===== config.mk =====
export PLATFORM = sky130hd
export DESIGN_NAME = sim_channel_delay_line
export DESIGN_NICKNAME = d
export VERILOG_FILES = /design/src/rtl/sim_channel_delay_line.sv
export SDC_FILE = /design/constraint.sdc
export NUM_CORES = 1
export LEC_CHECK = 0
export CORE_MARGIN = 2
export CORE_UTILIZATION = 50
export DETAILED_ROUTE_END_ITERATION = 7
export PLACE_DENSITY = 0.69
export SLEW_MARGIN = 40
export SYNTH_ARGS = -nofsm -noshare
export SYNTH_HDL_FRONTEND = slang
export SYNTH_SLANG_ARGS = --single-unit

===== constraint.sdc =====
create_clock -name clock -period 8.5 [get_ports clock]
set_input_delay 0.85 -clock clock [delete_from_list [all_inputs] [get_ports clock]]
set_output_delay 0.85 -clock clock [all_outputs]
set_load 0.005 [all_outputs]

===== src/rtl/sim_channel_delay_line.sv =====
// Programmable-latency delay line for one valid/ready harness channel.
// Each buffered beat carries its own countdown; the head is released only once its countdown reaches zero.
module sim_channel_delay_line #(
    parameter int  WIDTH       = 64,
    parameter int  DEPTH       = 8,
    parameter int  MAX_LATENCY = 15,
    localparam int LAT_BITS    = (MAX_LATENCY > 0) ? $clog2(MAX_LATENCY + 1) : 1,
    localparam int OCC_W       = $clog2(DEPTH + 1)
) (
    input  logic                clock,
    input  logic                reset,
    input  logic [LAT_BITS-1:0] cfg_latency,
    input  logic                in_valid,
    output logic                in_ready,
    input  logic [WIDTH-1:0]    in_bits,
    output logic                out_valid,
    input  logic                out_ready,
    output logic [WIDTH-1:0]    out_bits,
    output logic [OCC_W-1:0]    occupancy,
    output logic [31:0]         stall_cycles
);
    localparam int PTR_W = (DEPTH > 1) ? $clog2(DEPTH) : 1;
    localparam logic [LAT_BITS-1:0] LAT_MAX = LAT_BITS'(MAX_LATENCY);

    logic [WIDTH-1:0]    mem_bits [DEPTH];
    logic [LAT_BITS-1:0] mem_cnt  [DEPTH];
    logic [WIDTH-1:0]    last_bits;
    logic [PTR_W-1:0]    wr_ptr, rd_ptr;
    logic [31:0]         stall_q;
    logic [LAT_BITS-1:0] lat_in;
    logic                enq, deq;

    function automatic logic [PTR_W-1:0] ptr_inc(input logic [PTR_W-1:0] p);
        return (p == PTR_W'(DEPTH - 1)) ? '0 : p + PTR_W'(1);
    endfunction

    assign in_ready     = (occupancy < OCC_W'(DEPTH));
    assign out_valid    = (occupancy != '0) && (mem_cnt[rd_ptr] == '0);
    // When empty, keep showing the last beat taken so out_bits never goes stale-garbage or X.
    assign out_bits     = (occupancy == '0) ? last_bits : mem_bits[rd_ptr];
    assign enq          = in_valid && in_ready;
    assign deq          = out_valid && out_ready;
    assign lat_in       = (cfg_latency > LAT_MAX) ? LAT_MAX : cfg_latency;
    assign stall_cycles = stall_q;

    // Countdowns run in every slot; empty slots simply sit at zero and are rewritten on enqueue.
    always_ff @(posedge clock) begin
        for (int i = 0; i < DEPTH; i++) begin
            if (enq && (wr_ptr == PTR_W'(i)))
                mem_cnt[i] <= lat_in;
            else if (mem_cnt[i] != '0)
                mem_cnt[i] <= mem_cnt[i] - LAT_BITS'(1);
        end
    end

    always_ff @(posedge clock) begin
        if (!reset && enq)
            mem_bits[wr_ptr] <= in_bits;
    end

    always_ff @(posedge clock) begin
        if (reset) begin
            wr_ptr    <= '0;
            rd_ptr    <= '0;
            occupancy <= '0;
            stall_q   <= '0;
            last_bits <= '0;
        end else begin
            if (enq) wr_ptr <= ptr_inc(wr_ptr);
            if (deq) begin
                rd_ptr    <= ptr_inc(rd_ptr);
                last_bits <= mem_bits[rd_ptr];
            end
            case ({enq, deq})
                2'b10:   occupancy <= occupancy + OCC_W'(1);
                2'b01:   occupancy <= occupancy - OCC_W'(1);
                default: ;
            endcase
            if (out_valid && !out_ready && (stall_q != '1))
                stall_q <= stall_q + 32'd1;
        end
    end
endmodule

# Yosys cells after proc, flatten, opt, wreduce, memory -nomap -nowiden
# Memory sizes are Yosys's and may differ from the RTL's. A register that Yosys moved wholly into a read port is not among the register bits.
# Cells that the tools add are included.
# Widths: inputs -> output; s select.
[totals] in_bits=72 n_memories=2 ram_bits=544 output_inout_bits=102 word_cells=129 register_bits=106
[mem_list] name="mem_bits" words=8 width=64 rd=1 rd_ports_with_merged_regs=1 write_ports=1 line="25" rtl="logic [WIDTH-1:0] mem_bits [DEPTH];"
[mem_list] name="mem_cnt" words=8 width=4 rd=9 rd_ports_with_merged_regs=1 write_ports=8 line="26" rtl="logic [LAT_BITS-1:0] mem_cnt [DEPTH];"
[op_classes] reduce_logical=29 magnitude_cmp=2 muxes=59 addsub=13 bitwise=8 n_eq_ne=11
[op_table] op="$mux 64" count=1
[op_table] op="$mux 1" count=42
[op_table] op="$mux 4" count=9
[op_table] op="$reduce_bool 4->1" count=9
[op_table] op="$sub 4x1->4 const B" count=9
[op_table] op="$add 32x1->32 const B" count=1
[op_table] op="$ne 32x32->1 const B" count=1
[op_table] op="$mux 3" count=6
[op_table] op="$eq 3x3->1 const B" count=5
[op_table] op="$logic_and 1x1->1" count=14
[op_table] op="$logic_not 4->1" count=2
[op_table] op="$or 1x1->1" count=8
[op_table] op="$pmux 4 s2" count=1
[op_table] op="$add 3x1->3 const B" count=2
[op_table] op="$eq 3x2->1 const B" count=2
[op_table] op="$add 4x1->4 const B" count=1
[op_table] op="$gt 4x4->1 const B" count=1
[op_table] op="$lt 4x4->1 const B" count=1
[op_table] op="$eq 3x1->1 const B" count=1
[op_table] op="$logic_not 3->1" count=1
[op_table] op="$eq 2x1->1 const B" count=1
[op_table] op="$eq 2x2->1 const B" count=1
[op_table] op="$logic_not 1->1" count=2
[op_table] op="$reduce_bool 2->1" count=1

# Depth between registers and ports, before layout
# Gate-level depths: netlist of run 1.
[logic_depth] ltp_word=6 mapped_depth=15 mapped_depth_nobuf=11

# Worst setup path after synthesis of run 1
# OpenSTA, ideal clock, no wires.
[synth_path] path_kind="input-to-reg" from="input port in_valid" to="memory mem_bits[1][0] (enable)" arrival_time_ns=5.892 path_slack_ns=2.043 path_buffers=1 t_required_ns=7.935 cell_stages=4 setup_time_ns=0.565 cell_sequence="nor2b_1 -> clkbuf_1 -> nand3_1 -> nor3_1"
[synth_between] elab_chain_len=4
[synth_rtl] item="start: declaration" line="13" rtl="input logic in_valid,"
[synth_rtl] item="$logic_and 1x1->1" line="41" rtl="assign enq = in_valid && in_ready;"
[synth_rtl] item="$logic_and 1x1->1" line="57" rtl="if (!reset && enq)"
[synth_rtl] item="$mux 1" line="57"
[synth_rtl] item="$mux 1 (not written as such)" line="58" rtl="mem_bits[wr_ptr] <= in_bits;"
[synth_rtl] item="end: declaration" line="25"
# No other way between the ends.

==> flow_summary.html, run 1 <==
<table>
<tr><th>Metric</th><th>Value</th></tr>
<tr><th colspan="2">Worst setup path</th></tr>
<tr><td>Required time at the endpoint of the critical path</td><td>7650 ps</td></tr>
<tr><td>Critical Path Start Type</td><td>flip-flop</td></tr>
<tr><td>FF-to-FF setup slack</td><td>4260 ps</td></tr>
<tr><td>CP Cell Sequence</td><td>buf_12 -&gt; buf_16 -&gt; mux4_2 -&gt; mux2i_1 -&gt; a21oi_1 -&gt; clkdlybuf4s50_1</td></tr>
<tr><td>Crit Reg-Reg Endpoint</td><td>occupancy[2]</td></tr>
<tr><td>Worst-case reg-to-reg path depth</td><td>11</td></tr>
<tr><td>Crit Path Class</td><td>reg2out</td></tr>
<tr><td>CP Capture Type</td><td>primary output</td></tr>
<tr><td>Crit path max fanout</td><td>57</td></tr>
<tr><td>Slowest library cell on the worst path</td><td>sky130_fd_sc_hd__dfxtp_4</td></tr>
<tr><td>Largest stage delay on the critical path</td><td>670 ps</td></tr>
<tr><td>Endpoint arrival time on the critical path</td><td>3720 ps</td></tr>
<tr><th colspan="2">Job</th></tr>
<tr><td>Max Cap Viol</td><td>0</td></tr>
<tr><th colspan="2">Hold path</th></tr>
<tr><td>Worst Min Path Start</td><td>last_bits[41]</td></tr>
<tr><td>Type of the tightest min-delay check</td><td>reg2reg</td></tr>
<tr><td>Min-Delay Endpoint</td><td>last_bits[41]</td></tr>
<tr><td>Number of cells on the worst hold path</td><td>2</td></tr>
<tr><th colspan="2">Floorplan</th></tr>
<tr><td>Initial core utilization</td><td>50.9%</td></tr>
<tr><td>Die boundary height</td><td>233 um</td></tr>
<tr><td># IOs</td><td>174</td></tr>
<tr><td>Die span in x</td><td>233 um</td></tr>
<tr><td>Floorplan Core Area</td><td>51600 sq um</td></tr>
<tr><td>Total die area</td><td>54400 sq um</td></tr>
<tr><td>Std-Cell Rows</td><td>83</td></tr>
<tr><th colspan="2">Place</th></tr>
<tr><td>Area of placed instances</td><td>28700 sq um</td></tr>
<tr><td>Port Buf Inserts</td><td>173</td></tr>
<tr><td>Half-perimeter wire length after placement</td><td>31.8 mm</td></tr>
<tr><td>Routability cong.</td><td>0.771</td></tr>
<tr><th colspan="2">GRT</th></tr>
<tr><td>Global Route Usage Sum</td><td>21.1%</td></tr>
<tr><td>GRT busiest layer</td><td>met2</td></tr>
<tr><td>Pin count of the biggest net entering global routing</td><td>82</td></tr>
<tr><td>Global-route track usage on met1</td><td>27.9%</td></tr>
<tr><td>Met3 usage</td><td>4.17%</td></tr>
<tr><td>Initial antenna violation count</td><td>4</td></tr>
<tr><td>Global-route wire length before repair</td><td>86.0 mm</td></tr>
<tr><td>Global route overflow</td><td>0</td></tr>
<tr><td>Global-route track usage on met2</td><td>35.3%</td></tr>
<tr><td>Number of global-route vias before repair</td><td>14600</td></tr>
<tr><th colspan="2">CTS</th></tr>
<tr><td>Post-CTS setup buffer count</td><td>0</td></tr>
<tr><td>Clock H-tree levels</td><td>3</td></tr>
<tr><td>Cts repair resizes</td><td>0</td></tr>
<tr><td>Insertion delay to the later sink of the worst-skew pair</td><td>610 ps</td></tr>
<tr><td>Number of sinks driven by the clock tree</td><td>653</td></tr>
<tr><td>Clock Tree Root</td><td>sky130_fd_sc_hd__clkbuf_16</td></tr>
<tr><td>Count of hold buffers inserted by post-cts repair</td><td>0</td></tr>
<tr><td>Worst-path clk slew</td><td>60 ps</td></tr>
<tr><td>TritonCTS clock tree</td><td>done</td></tr>
<tr><td>Clk buf depth</td><td>3</td></tr>
<tr><td>Number of buffers created by CTS</td><td>69</td></tr>
<tr><th colspan="2">Yosys</th></tr>
<tr><td>Library cells used by synthesis</td><td>50</td></tr>
<tr><td>Average cell area after synthesis</td><td>16.4 sq um</td></tr>
<tr><td>Number of flops mapped to enable cells by yosys</td><td>544</td></tr>
<tr><td>Synth Flop Type</td><td>sky130_fd_sc_hd__edfxtp_1</td></tr>
<tr><td>Syn nets</td><td>1703</td></tr>
<tr><td>Seq cells post-synth</td><td>653</td></tr>
<tr><td>Fraction of the yosys area taken by sequential cells</td><td>70.5%</td></tr>
<tr><td>FFs w/ async S/R, synth</td><td>0%</td></tr>
<tr><td>Mapped Cells</td><td>1603</td></tr>
<tr><td>Number of warnings issued by yosys</td><td>0</td></tr>
<tr><td>Netlist Area Pre-Place</td><td>26300 sq um</td></tr>
<tr><th colspan="2">Timing</th></tr>
<tr><td>Final worst-path cycle share</td><td>53.8%</td></tr>
<tr><td>Worst setup skew after layout</td><td>29.2 ps</td></tr>
<tr><td>Max-slew headroom at the worst pin</td><td>43.8%</td></tr>
<tr><td>Setup repair after global routing missed its margin</td><td>no</td></tr>
<tr><td>Max-slew violation count</td><td>0</td></tr>
<tr><td>Total negative setup slack</td><td>0 ps</td></tr>
<tr><td>Final hold slack</td><td>497 ps</td></tr>
<tr><td>Slew at the pin closest to its max-slew limit</td><td>843 ps</td></tr>
<tr><td>Number of hold violations in the final report</td><td>0</td></tr>
<tr><td>Highest clock rate</td><td>219 MHz</td></tr>
<tr><td>Setup violators final</td><td>0</td></tr>
<tr><td>Period minus WS final</td><td>4570 ps</td></tr>
<tr><th colspan="2">Detailed routing</th></tr>
<tr><td>Iteration-0 DRC count of the detailed router</td><td>1157</td></tr>
<tr><td>Wire length after detailed routing</td><td>56.5 mm</td></tr>
<tr><td>Count of TritonRoute iterations in the first routing pass</td><td>5</td></tr>
<tr><td>Mean number of vias per cell</td><td>5.80</td></tr>
<tr><td>Routed wire length per instance</td><td>22.5 um</td></tr>
<tr><td>Number of nets with antenna violations after detailed routing</td><td>0</td></tr>
<tr><td>Residual DRC</td><td>0</td></tr>
<tr><td>Total number of vias</td><td>14600</td></tr>
<tr><th colspan="2">Power</th></tr>
<tr><td>Part of the power in the clock network</td><td>38.8%</td></tr>
<tr><td>Maximum vdd drop</td><td>0.132 mV</td></tr>
<tr><td>Net switching power</td><td>0.00178 W</td></tr>
<tr><td>Sequential power share</td><td>49.6%</td></tr>
<tr><td>Pint</td><td>0.00577 W</td></tr>
<tr><td>Switching share of power</td><td>23.6%</td></tr>
<tr><td>Comb power frac</td><td>11.6%</td></tr>
<tr><td>P_leak</td><td>9.70 nW</td></tr>
<tr><td>Total power density per cell area</td><td>243 nW/um^2</td></tr>
<tr><th colspan="2">Status</th></tr>
<tr><td>Outcome</td><td>finished clean</td></tr>
<tr><th colspan="2">Layout</th></tr>
<tr><td>Share of final-layout standard cells stronger than drive strength 1</td><td>15.7%</td></tr>
<tr><td>Post-route cell area</td><td>31000 sq um</td></tr>
<tr><td>Area growth from synthesis to layout</td><td>18.1%</td></tr>
<tr><td>Most frequent cells in the layout</td><td>sky130_fd_sc_hd__edfxtp_1, sky130_fd_sc_hd__nor2_1, sky130_fd_sc_hd__clkdlybuf4s50_1, sky130_fd_sc_hd__mux4_2, sky130_fd_sc_hd__a21oi_1</td></tr>
<tr><td>Diode insertion count for antenna repair</td><td>0</td></tr>
<tr><td>Most common library cell in the layout ignoring fill and taps</td><td>sky130_fd_sc_hd__edfxtp_1</td></tr>
<tr><td>Final net count</td><td>1875</td></tr>
</table>
power by group through the flow:
stage	clock, W	sequential (W)	combinational (W)
after floorplan	0	0.00379	0.000497
after global placement	0	0.00380	0.000844
after detailed placement	0	0.00381	0.000871
after CTS	0.00298	0.00374	0.000883
after global routing	0.00311	0.00376	0.000976
final	0.00293	0.00374	0.000879
through the flow:
stage               instances  power, W  utilization [%]  setup WS (ps)
floorplan                1603   0.00428                -           2040
detailed placement       2381   0.00468             55.7           4200
global placement         2379   0.00464             55.5           3960
finish                   2510   0.00755             60.1           3930
global route             2510   0.00784             60.1           3670
CTS                      2507   0.00761             60.0           3780
cell usage after synthesis (10+ instances only):
master,instances,area [sq um]
sky130_fd_sc_hd__xnor2_1,11,96.3
sky130_fd_sc_hd__edfxtp_1,544,16300
sky130_fd_sc_hd__or4_1,18,135
sky130_fd_sc_hd__inv_1,28,105
sky130_fd_sc_hd__nand2_1,26,97.6
sky130_fd_sc_hd__a211oi_1,66,495
sky130_fd_sc_hd__nor2_1,201,754
sky130_fd_sc_hd__nand3_1,30,150
sky130_fd_sc_hd__o31ai_1,16,120
sky130_fd_sc_hd__ha_1,28,350
sky130_fd_sc_hd__clkbuf_1,54,203
sky130_fd_sc_hd__nor4_1,14,87.6
sky130_fd_sc_hd__mux4_2,128,2880
sky130_fd_sc_hd__mux2_2,13,146
sky130_fd_sc_hd__mux2i_1,73,731
sky130_fd_sc_hd__nor2b_1,12,75.1
sky130_fd_sc_hd__a21oi_1,113,566
sky130_fd_sc_hd__buf_2,31,155
sky130_fd_sc_hd__nor3_1,10,50.1
sky130_fd_sc_hd__dfxtp_1,109,2180
kinds of logic (layout without fill, tap and decap cells):
| logic type | Yosys count | in the layout | synth area share, % |
|---|---|---|---|
| flops | 653 | 653 | 70.5 |
| simple gates | 348 | 348 | 6.19 |
| fa+ha+maj | 28 | 28 | 1.33 |
| mux | 214 | 214 | 14.3 |
| xor+xnor | 14 | 14 | 0.467 |
| compound gates | 223 | 223 | 5.24 |
| buf+inv | 123 | 350 | 1.93 |
critical path, delay by kind of cell, from the launching register on:
family	cells	cell delay, ps
buffers and inverters	3	1430
flip-flops	1	670
multiplexers	2	860
AO/OA/AOI/OAI	1	120
area by class of cell:
| class | count | area [sq um] |
|---|---|---|
| clock buffer | 87 | 1860 |
| clock inverter | 39 | 355 |
| fill | 3758 | 20600 |
| inverter | 28 | 105 |
| multi-input combinational | 827 | 7310 |
| sequential | 653 | 18500 |
| tap | 680 | 851 |
| timing repair buffer | 196 | 2010 |
worst max path at each step:
stage                    from         endpoint  cells after the start
CTS                 flip-flop     out_bits[42]                      6
finish              flip-flop     out_bits[56]                      6
floorplan            in_valid   mem_bits[1][0]                      4
global route        flip-flop     out_bits[62]                      6
global placement     in_valid  mem_bits[2][49]                      5
detailed placement  flip-flop     occupancy[2]                     11
registers in the layout, summed over array words and instances (netlist names), named ones only:
signal,flops
stall_cycles,32
occupancy,4
wr_ptr,3
mem_bits,512
mem_cnt,32
rd_ptr,3
last_bits,64
layer usage:
layer,wire length [um],share of wire [%]
met5,49,0.087
met4,1130,2.0
met3,3390,6.0
met2,28100,50
met1,23800,42
Power figures use the tool's default switching activity.
==> run 2: changes to the inputs <==
Clock period 8.5 ns to 4.7 ns, I/O delays scaled along.
==> run 2 against run 1 <==
Critical path depth is 1 lower; sequential cell count did not move; clock skew decreased by 7.7 ps; die area unchanged; final cell count grew 0.56%; design area rose by 0.59%; register-to-register slack worse by 2900 ps; sequential share of layout area fell by 0.35 points.
==> flow_summary.html, run 2 (synthesis gave the netlist of run 1 again) <==
<table>
<tr><th>Metric</th><th>Value</th></tr>
<tr><th colspan="2">Status</th></tr>
<tr><td>Outcome</td><td>finished clean</td></tr>
<tr><th colspan="2">Timing</th></tr>
<tr><td>Setup repair after global routing missed its margin</td><td>no</td></tr>
<tr><td>Max-slew headroom at the worst pin</td><td>47.5% (+3.7 points)</td></tr>
<tr><td>Setup violators final</td><td>0 (unchanged)</td></tr>
<tr><td>Max-slew violation count</td><td>0 (unchanged)</td></tr>
<tr><td>Worst setup skew after layout</td><td>21.6 ps (-7.67 ps)</td></tr>
<tr><td>Number of hold violations in the final report</td><td>0 (unchanged)</td></tr>
<tr><td>Final worst-path cycle share</td><td>80.6%</td></tr>
<tr><td>Slew at the pin closest to its max-slew limit</td><td>787 ps (-55.9 ps)</td></tr>
<tr><td>Highest clock rate</td><td>264 MHz</td></tr>
<tr><td>Period minus WS final</td><td>3790 ps</td></tr>
<tr><td>Total negative setup slack</td><td>0 ps (unchanged)</td></tr>
<tr><th colspan="2">GRT</th></tr>
<tr><td>Global-route wire length before repair</td><td>85.2 mm (-0.98%)</td></tr>
<tr><td>Global route overflow</td><td>0 (unchanged)</td></tr>
<tr><td>Number of global-route vias before repair</td><td>14800 (+1.1%)</td></tr>
<tr><td>Initial antenna violation count</td><td>9 (+5)</td></tr>
<tr><td>Pin count of the biggest net entering global routing</td><td>75 (-8.5%)</td></tr>
<tr><td>Global Route Usage Sum</td><td>20.8% (-0.26 points)</td></tr>
<tr><th colspan="2">Worst setup path</th></tr>
<tr><td>Crit path max fanout</td><td>36 (-37%)</td></tr>
<tr><td>Required time at the endpoint of the critical path</td><td>4230 ps (-3420 ps)</td></tr>
<tr><td>Slowest library cell on the worst path</td><td>sky130_fd_sc_hd__dfxtp_4</td></tr>
<tr><td>Critical Path Start Type</td><td>flip-flop</td></tr>
<tr><td>Worst-case reg-to-reg path depth</td><td>12 (+1)</td></tr>
<tr><td>CP Cell Sequence</td><td>buf_4 -&gt; mux4_2 -&gt; mux2i_1 -&gt; a21oi_1 -&gt; clkdlybuf4s50_1</td></tr>
<tr><td>Crit Path Class</td><td>reg2out</td></tr>
<tr><td>Largest stage delay on the critical path</td><td>830 ps (+160 ps)</td></tr>
<tr><td>Endpoint arrival time on the critical path</td><td>3320 ps (-400 ps)</td></tr>
<tr><td>CP Capture Type</td><td>primary output</td></tr>
<tr><th colspan="2">CTS</th></tr>
<tr><td>TritonCTS clock tree</td><td>done</td></tr>
<tr><td>Count of hold buffers inserted by post-cts repair</td><td>0 (unchanged)</td></tr>
<tr><td>Post-CTS setup buffer count</td><td>0 (unchanged)</td></tr>
<tr><td>Insertion delay to the later sink of the worst-skew pair</td><td>600 ps (about the same)</td></tr>
<tr><td>Cts repair resizes</td><td>0 (unchanged)</td></tr>
<tr><td>Clock H-tree levels</td><td>3 (unchanged)</td></tr>
<tr><td>Clk buf depth</td><td>3 (unchanged)</td></tr>
<tr><td>Number of sinks driven by the clock tree</td><td>653 (unchanged)</td></tr>
<tr><td>Clock Tree Root</td><td>sky130_fd_sc_hd__clkbuf_16</td></tr>
<tr><td>Worst-path clk slew</td><td>60 ps (about the same)</td></tr>
<tr><td>Number of buffers created by CTS</td><td>68 (-1.4%)</td></tr>
<tr><th colspan="2">Floorplan</th></tr>
<tr><td>Die span in x</td><td>233 um (unchanged)</td></tr>
<tr><td>Floorplan Core Area</td><td>51600 sq um (unchanged)</td></tr>
<tr><td>Std-Cell Rows</td><td>83 (unchanged)</td></tr>
<tr><td># IOs</td><td>174 (unchanged)</td></tr>
<tr><td>Total die area</td><td>54400 sq um (unchanged)</td></tr>
<tr><td>Initial core utilization</td><td>50.9% (unchanged)</td></tr>
<tr><td>Die boundary height</td><td>233 um (unchanged)</td></tr>
<tr><th colspan="2">Power</th></tr>
<tr><td>Total design power</td><td>0.0136 W (+80%)</td></tr>
<tr><td>Maximum vdd drop</td><td>0.342 mV (+160%)</td></tr>
<tr><td>P_leak</td><td>9.78 nW (+0.87%)</td></tr>
<tr><td>Total power density per cell area</td><td>437 nW/um^2 (+79%)</td></tr>
<tr><th colspan="2">Layout</th></tr>
<tr><td>Most common library cell in the layout ignoring fill and taps</td><td>sky130_fd_sc_hd__edfxtp_1</td></tr>
<tr><td>Final net count</td><td>1886 (+0.59%)</td></tr>
<tr><td>Max reg flops</td><td>512 (unchanged)</td></tr>
<tr><td>Registers with the highest flip-flop counts</td><td>mem_bits (512), last_bits (64)</td></tr>
<tr><td>Most frequent cells in the layout</td><td>sky130_fd_sc_hd__edfxtp_1, sky130_fd_sc_hd__nor2_1, sky130_fd_sc_hd__clkdlybuf4s50_1, sky130_fd_sc_hd__mux4_2, sky130_fd_sc_hd__a21oi_1</td></tr>
<tr><td>Area growth from synthesis to layout</td><td>18.8%</td></tr>
<tr><td>Share of final-layout standard cells stronger than drive strength 1</td><td>16.3% (+0.57 points)</td></tr>
<tr><td>Most flops, register</td><td>mem_bits</td></tr>
<tr><th colspan="2">Detailed routing</th></tr>
<tr><td>Wire length on met1</td><td>23.9 mm (about the same)</td></tr>
<tr><td>Total number of vias</td><td>14600 (+0.41%)</td></tr>
<tr><td>Iteration-0 DRC count of the detailed router</td><td>1332 (+15%)</td></tr>
<tr><td>Wire length after detailed routing</td><td>55.4 mm (-2.0%)</td></tr>
<tr><td>Top routing layer in use</td><td>met5</td></tr>
<tr><td>Residual DRC</td><td>0 (unchanged)</td></tr>
<tr><td>Count of TritonRoute iterations in the first routing pass</td><td>5 (unchanged)</td></tr>
<tr><td>Routed wire length per instance</td><td>21.9 um (-2.6%)</td></tr>
<tr><td>Routed met3 length</td><td>3.40 mm (+0.21%)</td></tr>
<tr><td>Number of nets with antenna violations after detailed routing</td><td>0 (unchanged)</td></tr>
<tr><td>Mean number of vias per cell</td><td>5.79 (-0.15%)</td></tr>
<tr><td>Met2 wire length</td><td>26.9 mm (-4.1%)</td></tr>
<tr><th colspan="2">Place</th></tr>
<tr><td>Port Buf Inserts</td><td>173 (unchanged)</td></tr>
<tr><td>Half-perimeter wire length after placement</td><td>32.5 mm (+2.2%)</td></tr>
<tr><td>Routability cong.</td><td>0.790 (+2.5%)</td></tr>
<tr><th colspan="2">Hold path</th></tr>
<tr><td>Type of the tightest min-delay check</td><td>in2reg</td></tr>
<tr><td>Number of cells on the worst hold path</td><td>2 (unchanged)</td></tr>
<tr><th colspan="2">Job</th></tr>
<tr><td>Max Cap Viol</td><td>0 (unchanged)</td></tr>
</table>
[run 2: changes by cell type in the layout (fill, tap and decap cells not counted), moves of 4 or more]
cell	delta
sky130_fd_sc_hd__clkinv_2	+5
sky130_fd_sc_hd__buf_4	+4
sky130_fd_sc_hd__clkinv_1	-9
sky130_fd_sc_hd__clkbuf_1	+5
sky130_fd_sc_hd__diode_2	+4
sky130_fd_sc_hd__clkinvlp_4	-4
sky130_fd_sc_hd__buf_12	+14
[run 2: worst paths after layout]
check                   to     startpoint  slack, ps
min           occupancy[0]          reset        380
min reg2reg  last_bits[10]  last_bits[10]        500
max           out_bits[37]      flip-flop        910
max reg2reg   occupancy[2]      flip-flop       1350
[run 2: area by class of cell]
cell class              instances  area, sq um
well taps                     680          851
flip-flops and latches        653        18500
repair buffers                208         2200
clock inverters                32          350
fillers                      3771        20400
inverters                      28          105
clock buffers                  92         1840
diodes                          4         10.0
multi-input cells             827         7310
[run 2: critical path, delay by kind of cell, from the launching register on]
| family | cells | cell delay, ps |
|---|---|---|
| compound gates | 1 | 120 |
| buf+inv | 2 | 910 |
| flops | 1 | 830 |
| mux | 2 | 840 |
[run 2: where the power goes]
| group | internal, W | leakage, nW | switching, W | total, W |
|---|---|---|---|---|
| logic | 0.000747 | 2.86 | 0.000829 | 0.00158 |
| clock network | 0.00310 | 1.08 | 0.00217 | 0.00527 |
| registers | 0.00660 | 5.84 | 0.000175 | 0.00677 |
[run 2: metal layers]
metal	vias up	global-route usage [%]
met5	-	0
met4	10	6.57
met3	92	4.61
met2	427	33.8
met1	7397	28.2
li1	6683	-
[run 2: stage by stage]
step                      instance area (sq um)  instances  hold slack (ps)  worst slack (ps)  util, %
final                                     31200       2524              380               911     60.4
after global routing                      31200       2523              381               648     60.4
after CTS                                 31200       2519              332               758     60.4
after detailed placement                  29000       2395              491              1330     56.1
after global placement                    29000       2395              477              1360     56.1
after floorplan                           26300       1603              478               335        -
==> variant 1 (config.mk and constraints of run 2) <==
Reset style: asynchronous (`reset`), changed in one clocked block.
--- a/src/rtl/sim_channel_delay_line.sv
+++ b/src/rtl/sim_channel_delay_line.sv
@@ -60,3 +60,3 @@
 
-    always_ff @(posedge clock) begin
+    always_ff @(posedge clock or posedge reset) begin
         if (reset) begin
Behaviour: differs if reset is asserted again (counterexample within 4 cycles, from zero or initial values and one cycle with reset high); with reset held inactive, the same outputs for 4 cycles.
==> variant 1 against run 2 <==
Routed wire length up 0.61%. Synthesized area down 0.11%. Via count down 4.1%. Clock skew down 0.0044 ns. Non-clock buffer count up 2. Sequential cell count down 3. Final cell count down 2.5%. Global-route usage up 0.062 points. Worst setup slack worse by 0.21 ns. Design area up 0.57%. Hold slack better by 0.071 ns.
Power is not compared: it rests on default switching activity, and its combinational part moved more than twofold at a synthesized area within 25%.
==> variant 1: results <==
group,metric,value,unit
status,outcome,"completed",
worst_hold_path,worstHoldPathType,"in2async",
placed_design,numPortBuffers,173,
global_route,antenna_found_initial,5,
critical_path,max_stage_delay,0.83,ns
power,p_leak,10.9,nW
finish,nets,1826,
critical_path,cp_top_family,"buffers and inverters",
critical_path,worstPathArrival,3.53,ns
synth,yosysWarnings,0,
finish,n_fill_cell,3698,
clocking,clockBufferDepth,3,
placed_design,gp_congestion,0.762,
clocking,numCtsBuffers,68,
sta,fin_skew,0.0172,ns
sta,worst_slew_pin_slew,0.785,ns
synth,ys_async_sr_fraction,16.3,%
critical_path,slowest_stage,"dfrtp_4",
drt,routedWlPerCell,22.6,um
synth,synth_nets,1623,
global_route,first_global_vias,14200,
finish,reg_top3,"mem_bits: 512 flops, last_bits: 64 flops",
clocking,post_cts_buffers,0,
drt,routed_via_density,5.69,
placed_design,hpwl,32500,um
synth,postSynthAreaPerCell,17.2,um2
global_route,grt_max_degree,83,
power,vdd_drop_max,0.367,mV
synth,synth_edf_count,544,
clocking,clk_pin_slew,0.06,ns
synth,synth_top_cells_by_area,"edfxtp_1 62%, mux4_2 11%, dfrtp_1 10%, a21oi_1 3.0%, nor2_1 2.7%",
finish,drive_gt1_share,17.2,%
clocking,cts_resized,0,
clocking,h-tree-depth,3,
clocking,clk_latency,0.61,ns
drt,totalWireLength,55700,um
global_route,grt_pass1_wl,84600,um
placed_design,dp.cells,2334,
synth,yosys-top-cells-count,"544 x edfxtp_1, 190 x nor2_1, 157 x a21oi_1",
critical_path,cp_max_fo,44,
critical_path,worst_r2r_path_depth,11,
synth,ys_types,49,
synth,ys_seq_area_share,72.4,%
synth,yosysMostFrequentCell,"edfxtp_1",
global_route,grt.total_usage,20.9,%
synth,synth_flop_cell,"edfxtp_1",
drt,drtPass1Iterations,5,
clocking,root_buffer,"clkbuf_16",
drt,drt_iter0_drc,1085,
==> variant 1: logic make-up after synthesis <==
group | count (synthesis) | share of synthesized area (%)
buffers and inverters | 106 | 1.58
xor gates and xnor gates | 42 | 1.40
adders and majority gates | 29 | 1.41
DFF | 650 | 72.4
and+or+nand+nor | 310 | 5.71
AOI/OAI and AO/OA | 186 | 3.79
muxes | 199 | 13.7
==> variant 1: per-layer routing <==
metal	vias to the layer above	track usage (%)	wire, um
met5	-	0	46
met4	8	5.51	897
met3	71	4.28	3220
met2	351	35.2	27700
met1	7241	27.9	23800
li1	6337	-	-
==> variant 1: layout make-up <==
| class | instances | share of cell area (%) |
|---|---|---|
| flip-flops and latches | 650 | 60.5 |
| multi-input cells | 766 | 22.1 |
| repair buffers | 210 | 6.86 |
| clock buffers | 95 | 6.24 |
| well taps | 680 | 2.71 |
| clock inverters | 31 | 1.21 |
| inverters | 29 | 0.367 |
| diodes | 1 | 0.00798 |
==> variant 1: worst paths after layout <==
kind / slack, ns / to / startpoint
max: 0.70 / out_bits[3] / rd_ptr[1]$_DFFE_PP0P_
min: 0.45 / stall_cycles[27]$_DFFE_PP0P_ / reset
max reg2reg: 1.52 / occupancy[3]$_DFFE_PP0P_ / mem_cnt[2][0]$_DFFE_PP_
min reg2reg: 0.50 / stall_cycles[31]$_DFFE_PP0P_ / stall_cycles[31]$_DFFE_PP0P_
max in group asynchronous: 3.33 / last_bits[38]$_DFFE_PP0P_ / reset
min in group clock: 0.50 / stall_cycles[31]$_DFFE_PP0P_ / stall_cycles[31]$_DFFE_PP0P_
==> variant 1: where the power goes <==
group	total, W	switching [W]	internal [W]
clock network	0.00557	0.00220	0.00337
registers	0.00764	0.000565	0.00707
logic	0.00617	0.00309	0.00308
total	0.0194	0.00585	0.0135
==> variant 1: worst register-to-register path: cells and delay by family, from the launching register on <==
kind / cells / cell delay, ns
xor+xnor: 2 / 0.26
fa+ha+maj: 2 / 0.55
flops: 1 / 0.44
simple gates: 3 / 0.94
mux: 1 / 0.22
compound gates: 3 / 0.65
==> variant 1: per-stage QoR <==
stage	hold slack [ns]	setup WS (ns)	cell area (um2)	utilization (%)	total power, W
3_5_place_dp	0.492	1.24	29000	56.2	0.0140
5_1_grt	0.484	0.568	31400	60.8	0.0204
4_1_cts	0.444	0.665	31300	60.7	0.0196
6_report	0.451	0.698	31400	60.8	0.0194
2_1_floorplan	0.484	0.354	26300	-	0.0115
3_3_place_gp	0.478	1.31	29000	56.2	0.0138
==> variant 2 (config.mk and constraints of run 2) <==
Without the edit above. `WIDTH`: 64 -> 128.
--- a/src/rtl/sim_channel_delay_line.sv
+++ b/src/rtl/sim_channel_delay_line.sv
@@ -3,3 +3,3 @@
 module sim_channel_delay_line #(
-    parameter int  WIDTH       = 64,
+    parameter int  WIDTH       = 128,
     parameter int  DEPTH       = 8,
Interface: changed (resized in_bits and out_bits); port bits go from 174 to 302. The function was not compared with the original's and may differ.
==> variant 2 against run 2 <==
Via count grew 77%. Design area rose by 83%. Routed wire length up 98%. Sequential power increased by 85%. Hold slack worse by 0.11 ns. Utilization fell by 0.46 points. Critical endpoint is now out_bits[38]. Worst setup slack worse by 0.38 ns. Total power increased by 81%. Sequential cell count grew 576. Synthesized area grew 83%.
==> variant 2: results <==
group,metric,value,unit
sta,fin_skew,0.0384,ns
drt,met1_length,44200,um
synth,ys_types,49,
synth,ys_seq_area_share,73.4,%
clocking,numCtsBuffers,120,
global_route,use_met2,37.7,%
drt,dr_wl_met2,55100,um
status,outcome,"completed",
global_route,grtUsageMet1,29.6,%
finish,insertedDiodeCount,10,
floorplan,rows,113,
drt,drtPass1Iterations,6,
synth,postSynthAreaPerCell,17.8,um2
synth,yosys-top-cells-count,"1056 x edfxtp_1, 322 x nor2_1, 256 x mux4_2",
synth,synthAdderAreaFrac,0.731,%
finish,reg_top3,"mem_bits: 1024 flops, last_bits: 128 flops",
power,vdd_drop_max,0.351,mV
drt,drt_iter0_drc,2183,
finish,buffer_area_share,6.99,%
synth,synth_nets,2856,
placed_design,dp.cells,4168,
placed_design,placed_cell_area,52900,um2
finish,drive_gt1_share,17.0,%
finish,buffers,370,
drt,dr_total_vias,25800,
placed_design,pre_cts_slack,1.17,ns
finish,regArea,35200,um2
finish,seq_cell_count,1229,
global_route,antenna_found_initial,18,
placed_design,gp_congestion,0.813,
placed_design,hpwl,64600,um
global_route,grt_pass1_wl,165000,um
clocking,clk_latency,0.70,ns
synth,synth_top_cells_by_area,"edfxtp_1 66%, mux4_2 12%, dfxtp_1 7.2%, mux2i_1 2.9%, nor2_1 2.5%",
finish,multi_input_area_share,21.2,%
global_route,grtUsageMet3,4.20,%
critical_path,cp_max_fo,64,
synth,synth_xor_area_share,0.311,%
-- variant 2: cell count changes in the layout (fill, tap and decap cells not counted), sizes merged, moves of 34 or more --
cell	run 2	this run
mux2i	73	137
clkdlybuf4s50	172	300
nor2	202	322
dfxtp	109	173
clkbuf	92	182
mux4	128	256
a211oi	66	130
edfxtp	544	1056
a21oi	113	183
buf	36	70
-- variant 2: worst paths after layout --
path / from / endpoint / slack (ns)
worst min register to register: last_bits[66]$_SDFFE_PP0N_ / last_bits[66]$_SDFFE_PP0N_ / 0.50
worst max-delay path: flip-flop / out_bits[38] / 0.54
worst max register to register: mem_cnt[6][0]$_DFFE_PP_ / occupancy[2]$_SDFFE_PP0P_ / 1.38
worst min-delay path: reset / stall_cycles[0]$_SDFFE_PP0P_ / 0.27
-- variant 2: power breakdown --
part           internal, W  switching (W)  total (W)  leakage, nW
Clock              0.00567        0.00398    0.00965         1.98
Combinational      0.00122        0.00140    0.00262         4.57
Sequential          0.0123       0.000199     0.0125         11.0
